## src/rtl/comp_bit_packer.sv

```systemverilog
// Packs right-aligned variable-length codes into an MSB-first stream of WORD_W-bit words.
// Optional running bit counter on bit_count when COMP_PACKER_BITCOUNT_EN is defined.
module comp_bit_packer #(
    parameter int WORD_W        = 64,
    parameter int MAX_CODE_BITS = 20,
    parameter int ACC_W         = 128,
    parameter int CNT_W         = 8
) (
    input  logic              clock,
    input  logic              reset,
    input  logic [CNT_W-1:0]  in_valid_bits,
    input  logic [WORD_W-1:0] in_data,
    input  logic              dump,
    output logic              stall,
    output logic              out_valid,
    input  logic              out_ready,
    output logic [WORD_W-1:0] out_data,
    output logic [CNT_W-1:0]  out_bits,
    output logic              out_last,
    output logic              flush_done,
    output logic              err,
    output logic [31:0]       bit_count
);

    localparam int CW1 = CNT_W + 1;
    localparam logic [CNT_W:0] WORD_L = CW1'(WORD_W);
    localparam logic [CNT_W:0] ACC_L  = CW1'(ACC_W);
    localparam logic [CNT_W:0] MAX_L  = CW1'(MAX_CODE_BITS);

    typedef enum logic [1:0] {ST_RUN, ST_FLUSH, ST_EMIT, ST_DONE} state_t;

    state_t            state_reg, state_next;
    logic [ACC_W-1:0]  acc_reg, acc_next;
    logic [CNT_W-1:0]  fill_reg, fill_next;
    logic [WORD_W-1:0] out_data_reg, out_data_next;
    logic [CNT_W-1:0]  out_bits_reg, out_bits_next;
    logic              out_valid_reg, out_valid_next;
    logic              out_last_reg, out_last_next;
    logic              stall_reg, stall_next;
    logic              flush_done_reg, flush_done_next;
    logic              err_reg, err_next;

    logic [WORD_W-1:0] code_mask;
    logic [CNT_W:0]    sum_bits;
    logic [CNT_W:0]    fill_app;
    logic [ACC_W-1:0]  code_ext;
    logic [ACC_W-1:0]  acc_app;
    logic              code_present;
    logic              code_take;
    logic              out_free;
    logic              xfer;

    // Keep only the low in_valid_bits of in_data; anything above is not part of the code.
    generate
        for (genvar gi = 0; gi < WORD_W; gi++) begin : g_mask
            assign code_mask[gi] = (32'(gi) < 32'(in_valid_bits));
        end
    endgenerate

    always_comb begin
        sum_bits     = {1'b0, fill_reg} + {1'b0, in_valid_bits};
        code_present = (in_valid_bits != '0);
        code_take    = code_present && ({1'b0, in_valid_bits} <= MAX_L) && (sum_bits <= ACC_L);
        // The new code lands directly below the current fill, keeping the stream MSB-aligned.
        code_ext     = {{(ACC_W-WORD_W){1'b0}}, in_data & code_mask} << (ACC_L - sum_bits);
        acc_app      = code_take ? (acc_reg | code_ext) : acc_reg;
        fill_app     = code_take ? sum_bits : {1'b0, fill_reg};
        out_free     = !out_valid_reg || out_ready;
        xfer         = out_free && (fill_app >= WORD_L);

        acc_next        = acc_app;
        fill_next       = fill_app[CNT_W-1:0];
        out_data_next   = out_data_reg;
        out_bits_next   = out_bits_reg;
        out_last_next   = out_last_reg;
        out_valid_next  = out_valid_reg && !out_ready;
        state_next      = state_reg;
        flush_done_next = 1'b0;
        err_next        = err_reg || (code_present && !code_take)
                          || (dump && (state_reg != ST_RUN));

        if (xfer) begin
            out_data_next  = acc_app[ACC_W-1 -: WORD_W];
            out_bits_next  = CNT_W'(WORD_W);
            out_last_next  = 1'b0;
            out_valid_next = 1'b1;
            acc_next       = acc_app << WORD_W;
            fill_next      = CNT_W'(fill_app - WORD_L);
        end

        case (state_reg)
            ST_RUN: begin
                if (dump) begin
                    state_next = ST_FLUSH;
                end
            end
            ST_FLUSH: begin
                if (fill_app < WORD_L) begin
                    state_next = (fill_app == '0) ? ST_DONE : ST_EMIT;
                end
            end
            ST_EMIT: begin
                // Residual bits go out zero-padded; the low positions of acc are already zero.
                if (!xfer && out_free) begin
                    if (fill_app != '0) begin
                        out_data_next  = acc_app[ACC_W-1 -: WORD_W];
                        out_bits_next  = fill_app[CNT_W-1:0];
                        out_last_next  = 1'b1;
                        out_valid_next = 1'b1;
                    end
                    acc_next   = '0;
                    fill_next  = '0;
                    state_next = ST_DONE;
                end
            end
            ST_DONE: begin
                flush_done_next = 1'b1;
                state_next      = ST_RUN;
            end
            default: begin
                state_next = ST_RUN;
            end
        endcase

        stall_next = (({1'b0, fill_next} >= WORD_L) && out_valid_next) || (state_next != ST_RUN);
    end

    always_ff @(posedge clock or negedge reset) begin
        if (!reset) begin
            state_reg      <= ST_RUN;
            acc_reg        <= '0;
            fill_reg       <= '0;
            out_data_reg   <= '0;
            out_bits_reg   <= '0;
            out_valid_reg  <= 1'b0;
            out_last_reg   <= 1'b0;
            stall_reg      <= 1'b0;
            flush_done_reg <= 1'b0;
            err_reg        <= 1'b0;
        end else begin
            state_reg      <= state_next;
            acc_reg        <= acc_next;
            fill_reg       <= fill_next;
            out_data_reg   <= out_data_next;
            out_bits_reg   <= out_bits_next;
            out_valid_reg  <= out_valid_next;
            out_last_reg   <= out_last_next;
            stall_reg      <= stall_next;
            flush_done_reg <= flush_done_next;
            err_reg        <= err_next;
        end
    end

    assign stall      = stall_reg;
    assign out_valid  = out_valid_reg;
    assign out_data   = out_data_reg;
    assign out_bits   = out_bits_reg;
    assign out_last   = out_last_reg;
    assign flush_done = flush_done_reg;
    assign err        = err_reg;

`ifdef COMP_PACKER_BITCOUNT_EN
    logic [31:0] bit_count_reg;

    always_ff @(posedge clock or negedge reset) begin
        if (!reset) begin
            bit_count_reg <= '0;
        end else if (code_take) begin
            bit_count_reg <= bit_count_reg + 32'(in_valid_bits);
        end
    end

    assign bit_count = bit_count_reg;
`else
    assign bit_count = '0;
`endif

endmodule

```

## config.mk

```make
export PLATFORM = sky130hd
export DESIGN_NAME = comp_bit_packer
export DESIGN_NICKNAME = d
export VERILOG_FILES = /design/src/rtl/comp_bit_packer.sv
export SDC_FILE = /design/constraint.sdc
export NUM_CORES = 1
export LEC_CHECK = 0
export CAP_MARGIN = 20
export CORE_MARGIN = 2
export CORE_UTILIZATION = 49
export CTS_CLUSTER_SIZE = 10
export DETAILED_ROUTE_END_ITERATION = 8
export HOLD_SLACK_MARGIN = 0.02
export PLACE_DENSITY_LB_ADDON = 0.15
export SYNTH_ARGS = -nofsm -noshare
export SYNTH_HDL_FRONTEND = slang
export SYNTH_SLANG_ARGS = --single-unit
```

## constraint.sdc

```tcl
create_clock -name clock -period 9.7 [get_ports clock]
set_input_delay 2.91 -clock clock [delete_from_list [all_inputs] [get_ports clock]]
set_output_delay 2.91 -clock clock [all_outputs]
set_load 0.05 [all_outputs]
```

Word-level counts from Yosys, hierarchy flattened
Cells that the tools add are included.
Storage, ports and cells
  output and inout port bits: 109
  register bits: 215
Cells by class
  magnitude comparators: 69
  shift-type cells: 1
  mux-type cells: 30
  add/sub/neg operators: 3
  reductions and logical operators: 22
  equality and inequality tests: 3
  bitwise logic cells: 2
Operator list (count)
  $mux W128: 4
  $lt A6 B8 Y1 const A: 32
  $mux W64: 4
  $lt A5 B8 Y1 const A: 16
  $or A128 B128 Y128: 1
  $shl A64 B9 Y128: 1
  $and A64 B64 Y64: 1
  $lt A4 B8 Y1 const A: 8
  $mux W8: 7
  $lt A3 B8 Y1 const A: 4
  $lt A1 B8 Y1 const A: 2
  $lt A2 B8 Y1 const A: 2
  $mux W1: 10
  $add A8 B8 Y9: 1
  $ge A9 B7 Y1 const B: 1
  $le A9 B8 Y1 const B: 1
  $logic_not A9 Y1: 1
  $lt A9 B7 Y1 const B: 1
  $mux W9: 1
  $reduce_bool A9 Y1: 1
  $sub A8 B9 Y9 const A: 1
  $ge A8 B7 Y1 const B: 1
  $le A8 B5 Y1 const B: 1
  $logic_and A1 B1 Y1: 8
  10 further kinds: 20

Longest topological paths before layout
Gate-level depths: netlist (run 1).
  depth after elaboration: 13
  depth in mapped cells: 23
  mapped depth without buffers: 18

Worst setup path after synthesis (run 1)
Ideal clock, no wire load.
  kind: input-to-reg
  start point: input port in_valid_bits[0]
  end point: register out_data_reg[14] (netlist: out_data[14])
  path buffers: 5
  cell stages on the path: 19
  slack: 2599 ps
  data required time: 9575 ps
  arrival time: 6976 ps
  path through: ha_1 -> buf_2 -> inv_1 -> clkbuf_1 -> clkbuf_1 -> ha_1 -> and2_0 -> nor2_1 -> o41ai_4 -> o21ai_0 -> ha_1 -> nand2_1 -> a21oi_1 -> a311oi_4 -> and3_1 -> buf_6 -> a21o_4 -> buf_6 -> mux2_4
Between the ends
  word-level cells in the longest chain between the ends: 10
RTL lines
  from (decl): line 11  | input logic [CNT_W-1:0] in_valid_bits,
  branches (longest 9 deep; another with $add A8 B8 Y9)
  $mux W64 (*): line 91  | case (state_reg)
  via out_data_next[14]: line 35  | logic [WORD_W-1:0] out_data_reg, out_data_next;
  to (signal assigned): line 144  | out_data_reg <= out_data_next;
  to (decl): line 35
Mark *: on every way through the listed nets, which the timed path passes.

Worst setup path after layout (run 1)
  start point: input port in_valid_bits[4]
  end point: register out_data_reg[49] (netlist: out_data[49])
Same word-level chain as after synthesis.

==> key figures, run 1 <==
STA
  – Setup TNS: 0 ns
  – Crit share post-route: 0.855
  – Tightest Pin Transition: 1.20 ns
  – Final hold violation count: 0
  – Fin Clk Skew: about 0.025 ns
  – Final Max Tran Viols: 0
  – Min Tclk post-route: roughly 8.3 ns
  – Max-slew headroom at the worst pin: 0.194
  – Setup Viol. Count Final: 0
  – Unrepaired setup endpoints after global routing: false
  – FMAX: between 0.1 and 0.15 GHz

Logic synthesis
  – Post-synth top flop: dfrtp_1
  – Synth top area cells: dfrtp_1 34%, a21oi_1 5.8%, nor2_1 5.4%
  – Syn. warnings: 0
  – Area leader, netlist: dfrtp_1
  – Yosys reg bits: approximately 220
  – Yosys top cell area share: 0.340
  – Post-Syn Instances: approximately 1900
  – Asr flop ratio synth: 1.00
  – Number of synthesized flops with an enable pin: 0
  – Sequential-to-total area share from yosys stat: 0.340
  – Syn Area/Cell: approximately 8.3 um^2
  – Cell variety after synth: 103
  – Mapped Area: about 0.016 mm^2

GRT
  – Global-route wire length before repair: about 95000 um
  – Tot GR Track Use: 0.366
  – Overflow after GRT: 0
  – Initial antenna violation count: 0
  – Vias in the first global route: about 15000
  – Pin count of the biggest net entering global routing: 139

Setup path
  – CP cell instances: clkdlybuf4s50_1, buf_4, ha_1, a2111oi_2, o21ai_1, a31oi_1, buf_4, nand2_2, o41ai_4, o21ai_0, ha_1, nand2_1, a21oi_1, a311oi_4, and3_1, a21o_4, buf_4, nor2_1, a21oi_1
  – Top delay family on crit path: compound AO/OA/AOI/OAI gates
  – Critical Path Max Stage Delay: between 0.6 and 0.7 ns
  – Startpoint types: primary input
  – CP Capture Type: flop
  – Critical path buffers and inverters: 4
  – Worst EP required: approximately 10 ns
  – Worst Path Arrival: roughly 8.7 ns
  – Crit path kind: in -> reg
  – CP max stage cell: a21o_4
  – Critical Path Fanout Max: slightly below 80
  – Most numerous cell on the critical path: buf_4

Cells and area
  – Area Overhead vs Synth: 15.2%
  – Most frequent cells in the layout: 229 x nor2_1, 215 x dfrtp_1, 182 x a21oi_1
  – Max FFs per register: between 100 and 150
  – Layout cells sized above 1: 0.0928
  – Finished Core Util: 0.576
  – Final #Nets: between 2000 and 2500
  – Commonest non-fill, non-tap cell in the layout: nor2_1
  – Ant. Diodes: 0

Detailed routing
  – DRT Pass-1 Iters: 6
  – Avg Vias per Cell: roughly 6.9
  – Drt total wl: between 60000 and 70000 um
  – Mean routed wirelength per cell: 26.5 um
  – Post-DRT Antenna Nets: 0
  – # DRC: 0
  – 1st-iter DRT viols: just over 2000
  – Vias: 16284

Place
  – Port bufs: between 150 and 200
  – DPL Wire Length: between 40000 and 50000 um
  – RePlAce Congestion: approximately 1

Clocking
  – CTS tree: built
  – Worst-skew pair later-pin latency: around 0.53 ns
  – Setup repair bufs after CTS: 0
  – Clk sinks: 215
  – CTS Buf Count: 26
  – Clk root buf: clkbuf_16
  – # H-tree levels: 1
  – Deepest clock path buffer count: 3
  – # resized after CTS: 0
  – CTS Hold Buffers Added: 0
  – Clk slew on worst S/H paths: 0.05 ns

Floorplanning
  – I/O pin count: 185
  – Cell Rows: 65
  – Die boundary height: between 150 and 200 um
  – Core Region: 0.0316 mm^2
  – Die area: 0.0337 mm^2
  – Initial Util: 0.500
  – Die width: 184 um

Run
  – Max-cap check violation count: 0

Run status
  – Outcome: complete, no violations

Worst hold path
  – Min-delay worst type: reg -> reg
==> cell usage after synthesis, drive strengths merged (9+ instances only) <==
cell type	count
xnor2	11
o2bb2ai	21
buf	102
o31ai	16
and2	18
a2bb2oi	12
o21ai	119
inv	15
o21a	16
and3	14
ha	11
a21oi	186
mux4	11
nor3	37
o211a	9
a21o	15
o22ai	81
or2	13
mux2	39
a311oi	14
a221oi	9
dfrtp	215
clkbuf	84
o221ai	15
nand2b	11
nor2	232
nand3	35
nand2	173
a221o	9
o211ai	36
a22oi	16
a31oi	43
a211oi	23
mux2i	62
nor4	11
==> worst reg2reg max path, stage by stage (launching register included) <==
cell	delay, ns
dfrtp_1	0.41
ha_2	0.22
fa_1	0.50
a211o_1	0.38
and3_1	0.18
or3_1	0.58
o41ai_4	0.55
o21ai_0	0.28
ha_1	0.32
nand2_1	0.09
a21oi_1	0.07
a311oi_4	0.42
and3_1	0.50
a21o_4	0.68
buf_4	0.38
nor2_1	0.05
a21oi_1	0.11
==> stage by stage <==
step	hold WS (ns)	setup WS, ns	cells	cell area, um^2
finish	0.475	1.41	2373	18200
global route	0.486	1.08	2373	18200
CTS	0.479	1.45	2373	18200
detailed placement	0.456	1.02	2343	17500
global placement	0.458	1.21	2343	17500
floorplan	0.449	2.60	1927	15900
==> layout make-up <==
| cell class | instances | area (um^2) |
|---|---|---|
| Clock buffer | 27 | 676 |
| Clock inverter | 3 | 43.8 |
| Fill cell | 2880 | 13400 |
| Inverter | 15 | 56.3 |
| Multi-Input combinational cell | 1511 | 9650 |
| Sequential cell | 215 | 5380 |
| Tap cell | 402 | 503 |
| Timing Repair Buffer | 200 | 1910 |
==> cell families after synthesis <==
kind of cell / Yosys count / synth area share
buffers and inverters: 201 / 0.0630
AO/OA/AOI/OAI: 750 / 0.323
flip-flops: 215 / 0.340
other: 1 / 0.000237
AND/OR/NAND/NOR: 589 / 0.167
adder cells (fa/ha/maj): 12 / 0.00997
multiplexers: 112 / 0.0846
XOR/XNOR: 16 / 0.0125
==> final timing paths <==
check | start | to | slack (ns) | cells after the start
worst max-delay path | in_valid_bits[4] | out_data[49] | 1.41 | 19
worst min-delay path | err | err | 0.47 | 1
worst max register to register | fill_reg[0] | out_data[49] | 3.88 | 16
worst min register to register | err | err | 0.47 | 1
max in group asynchronous | reset | out_bits[1] | 5.73 | 2
min in group asynchronous | reset | out_bits[7] | 2.44 | 1
==> routing by layer <==
| layer | wire, um | GRT usage | share of wire |
|---|---|---|---|
| met3 | 5700 | 0.0561 | 0.091 |
| met4 | 2840 | 0.148 | 0.045 |
| met5 | 0 | 0 | 0 |
| met1 | 26900 | 0.522 | 0.43 |
| met2 | 27400 | 0.557 | 0.44 |
Power of run 1 is left out: the tool's default activity adds up to more than one toggle a clock period on the data nets, which glitch-free logic cannot reach.
==> run 2, diff against run 1 <==
CAP_MARGIN = 10   (was 20)
==> results of run 2 <==
The final DEF is identical to that of run 1; final timing and power are the same.
Power of run 2 is left out for the same reason.
==> RTL change, RTL diff (settings of run 1) <==
`CNT_W`: 8 -> 10.
--- a/src/rtl/comp_bit_packer.sv
+++ b/src/rtl/comp_bit_packer.sv
@@ -5,5 +5,5 @@
     parameter int MAX_CODE_BITS = 20,
     parameter int ACC_W         = 128,
-    parameter int CNT_W         = 8
+    parameter int CNT_W         = 10
 ) (
     input  logic              clock,
Ports: changed (resized in_valid_bits and out_bits); port bits go from 185 to 189. No check against the original RTL was run, so the function may have changed too.
==> RTL change against run 1 <==
- register-to-register slack better by 0.50 ns
- worst setup slack better by 0.58 ns
- via count is 3.1% higher
- cell count is 4.0% higher
- design area is 5.3% higher
- area after synthesis is 5.7% higher
- sequential cell count is 4 higher
- count of clock-buffer cells in the layout is 2 higher
- synthesized cell count is 3.2% higher
- routed wire length is 2.4% higher
==> RTL change: results (changes against run 1) <==
metric	value	unit	change
crit_fanout	37		-52%
track_usage	35.7	%	-0.90 points
netlist_top_cells_area	dfrtp_1 33%, mux2i_1 6.9%, a21oi_1 5.2%, nor2_1 4.6%, mux4_2 4.0%		
fin_nets	2107		+2.4%
grt_pass1_vias	15800		+2.9%
worstMarginPinSlew	1.13	ns	-0.0758 ns
synthCells	1956		+3.2%
synth_common_cells	219 x dfrtp_1, 203 x nor2_1, 173 x a21oi_1, 153 x nand2_1, 118 x o21ai_0		
numCtsBuffers	26		unchanged
antenna_found_initial	1		+1
netlist-cell-type-count	97		-5.8%
synth_compound_area_share	30.1	%	-2.2 points
pre_cts_ws	1.17	ns	+0.149 ns
dpl.hpwl	47400	um	+1.9%
h-tree-depth	1		unchanged
io_buffers	156		+2.6%
yosys-mux-area-fraction	13.8	%	+5.4 points
clock_path_buffers	3		unchanged
drive_above_1_share	10.5	%	+1.3 points
gp_congestion	1.02		-0.61%
place_area	18500	um^2	+5.6%
final_cell_count_no_fill	2468		+4.0%
synth-adder-area-share	1.02	%	+0.021 points
yosysMostFrequentCell	dfrtp_1		
grt_first_pass_wirelength	98500	um	+3.7%
finalClockSkew	0.0213	ns	-0.00348 ns
synthXorXnorAreaFrac	0.584	%	-0.67 points
largest_reg_flops	128		unchanged
route.vias.total	16800		+3.1%
ys_seq_area_share	32.8	%	-1.2 points
status	finished, final reports clean		
clk_pin_slew_worst_paths	0.06	ns	
wl	64400	um	+2.4%
dp.cells	2435		+3.9%
first_iter_violations	2106		+4.3%
cp.arrival	8.15	ns	-0.58 ns
[RTL change: cell types whose count changed after synthesis, sizes merged, moves of 9 or more]
| cell | before | now |
|---|---|---|
| a21oi | 186 | 175 |
| a22oi | 16 | 34 |
| buf | 102 | 89 |
| clkbuf | 84 | 114 |
| mux2i | 62 | 115 |
| mux4 | 11 | 30 |
| nand2 | 173 | 153 |
| nand4 | 8 | 17 |
| nor2 | 232 | 206 |
| o21ai | 119 | 137 |
| o22ai | 81 | 56 |
| o311ai | 4 | 16 |
| o31ai | 16 | 26 |
[RTL change: logic make-up after synthesis]
group                    after synthesis
AO/OA/AOI/OAI                        739
XOR/XNOR                               7
flip-flops                           219
buffers and inverters                227
AND/OR/NAND/NOR                      562
adder cells (fa/ha/maj)               13
other                                  1
multiplexers                         188
[RTL change: worst max-delay path, stage by stage]
cell	delay [ns]
clkdlybuf4s50_1	0.54
ha_4	0.17
inv_1	0.05
fa_1	0.47
nand2b_1	0.24
a21oi_1	0.31
xnor2_2	0.23
o211ai_2	0.19
o311ai_2	0.48
nand2_1	0.21
mux2i_1	0.29
ha_1	0.25
nor4b_1	0.25
nand3_1	0.10
mux2_2	0.34
a21oi_4	0.62
buf_12	0.27
nor2_1	0.07
a21oi_1	0.14
[RTL change: worst paths after layout]
kind,start,end,slack [ns],cells after the start
setup / recovery,in_valid_bits[0],out_data[12],1.99,19
max in group asynchronous,reset,acc_reg[115],5.88,2
hold / removal,err,err,0.47,1
setup reg to reg,fill_reg[0],out_data[43],4.38,11
hold reg to reg,err,err,0.47,1
min in group asynchronous,reset,fill_reg[3],2.41,1
[RTL change: per-layer routing]
metal	vias up	wire, um	GRT usage [%]
met3	143	6180	6.91
met4	0	2080	9.71
met2	945	29000	55.8
met1	8192	27100	50.5
met5	-	0	0.549
li1	7505	-	-
[RTL change: final cells by class]
| class | count | area (um^2) |
|---|---|---|
| clock buffer | 29 | 662 |
| clock inverter | 3 | 28.8 |
| fill | 3052 | 14300 |
| inverter | 24 | 90.1 |
| multi-input combinational | 1541 | 10400 |
| sequential | 219 | 5480 |
| tap | 448 | 561 |
| timing repair buffer | 204 | 1990 |
[RTL change: power by group through the flow]
stage               sequential [mW]  clock (mW)  combinational [mW]
floorplan                      1.28           0                2.69
global placement               1.07           0                4.25
detailed placement             1.07           0                4.25
CTS                            1.06       0.854                4.27
global route                   1.07       0.895                4.62
finish                         1.06       0.845                4.42
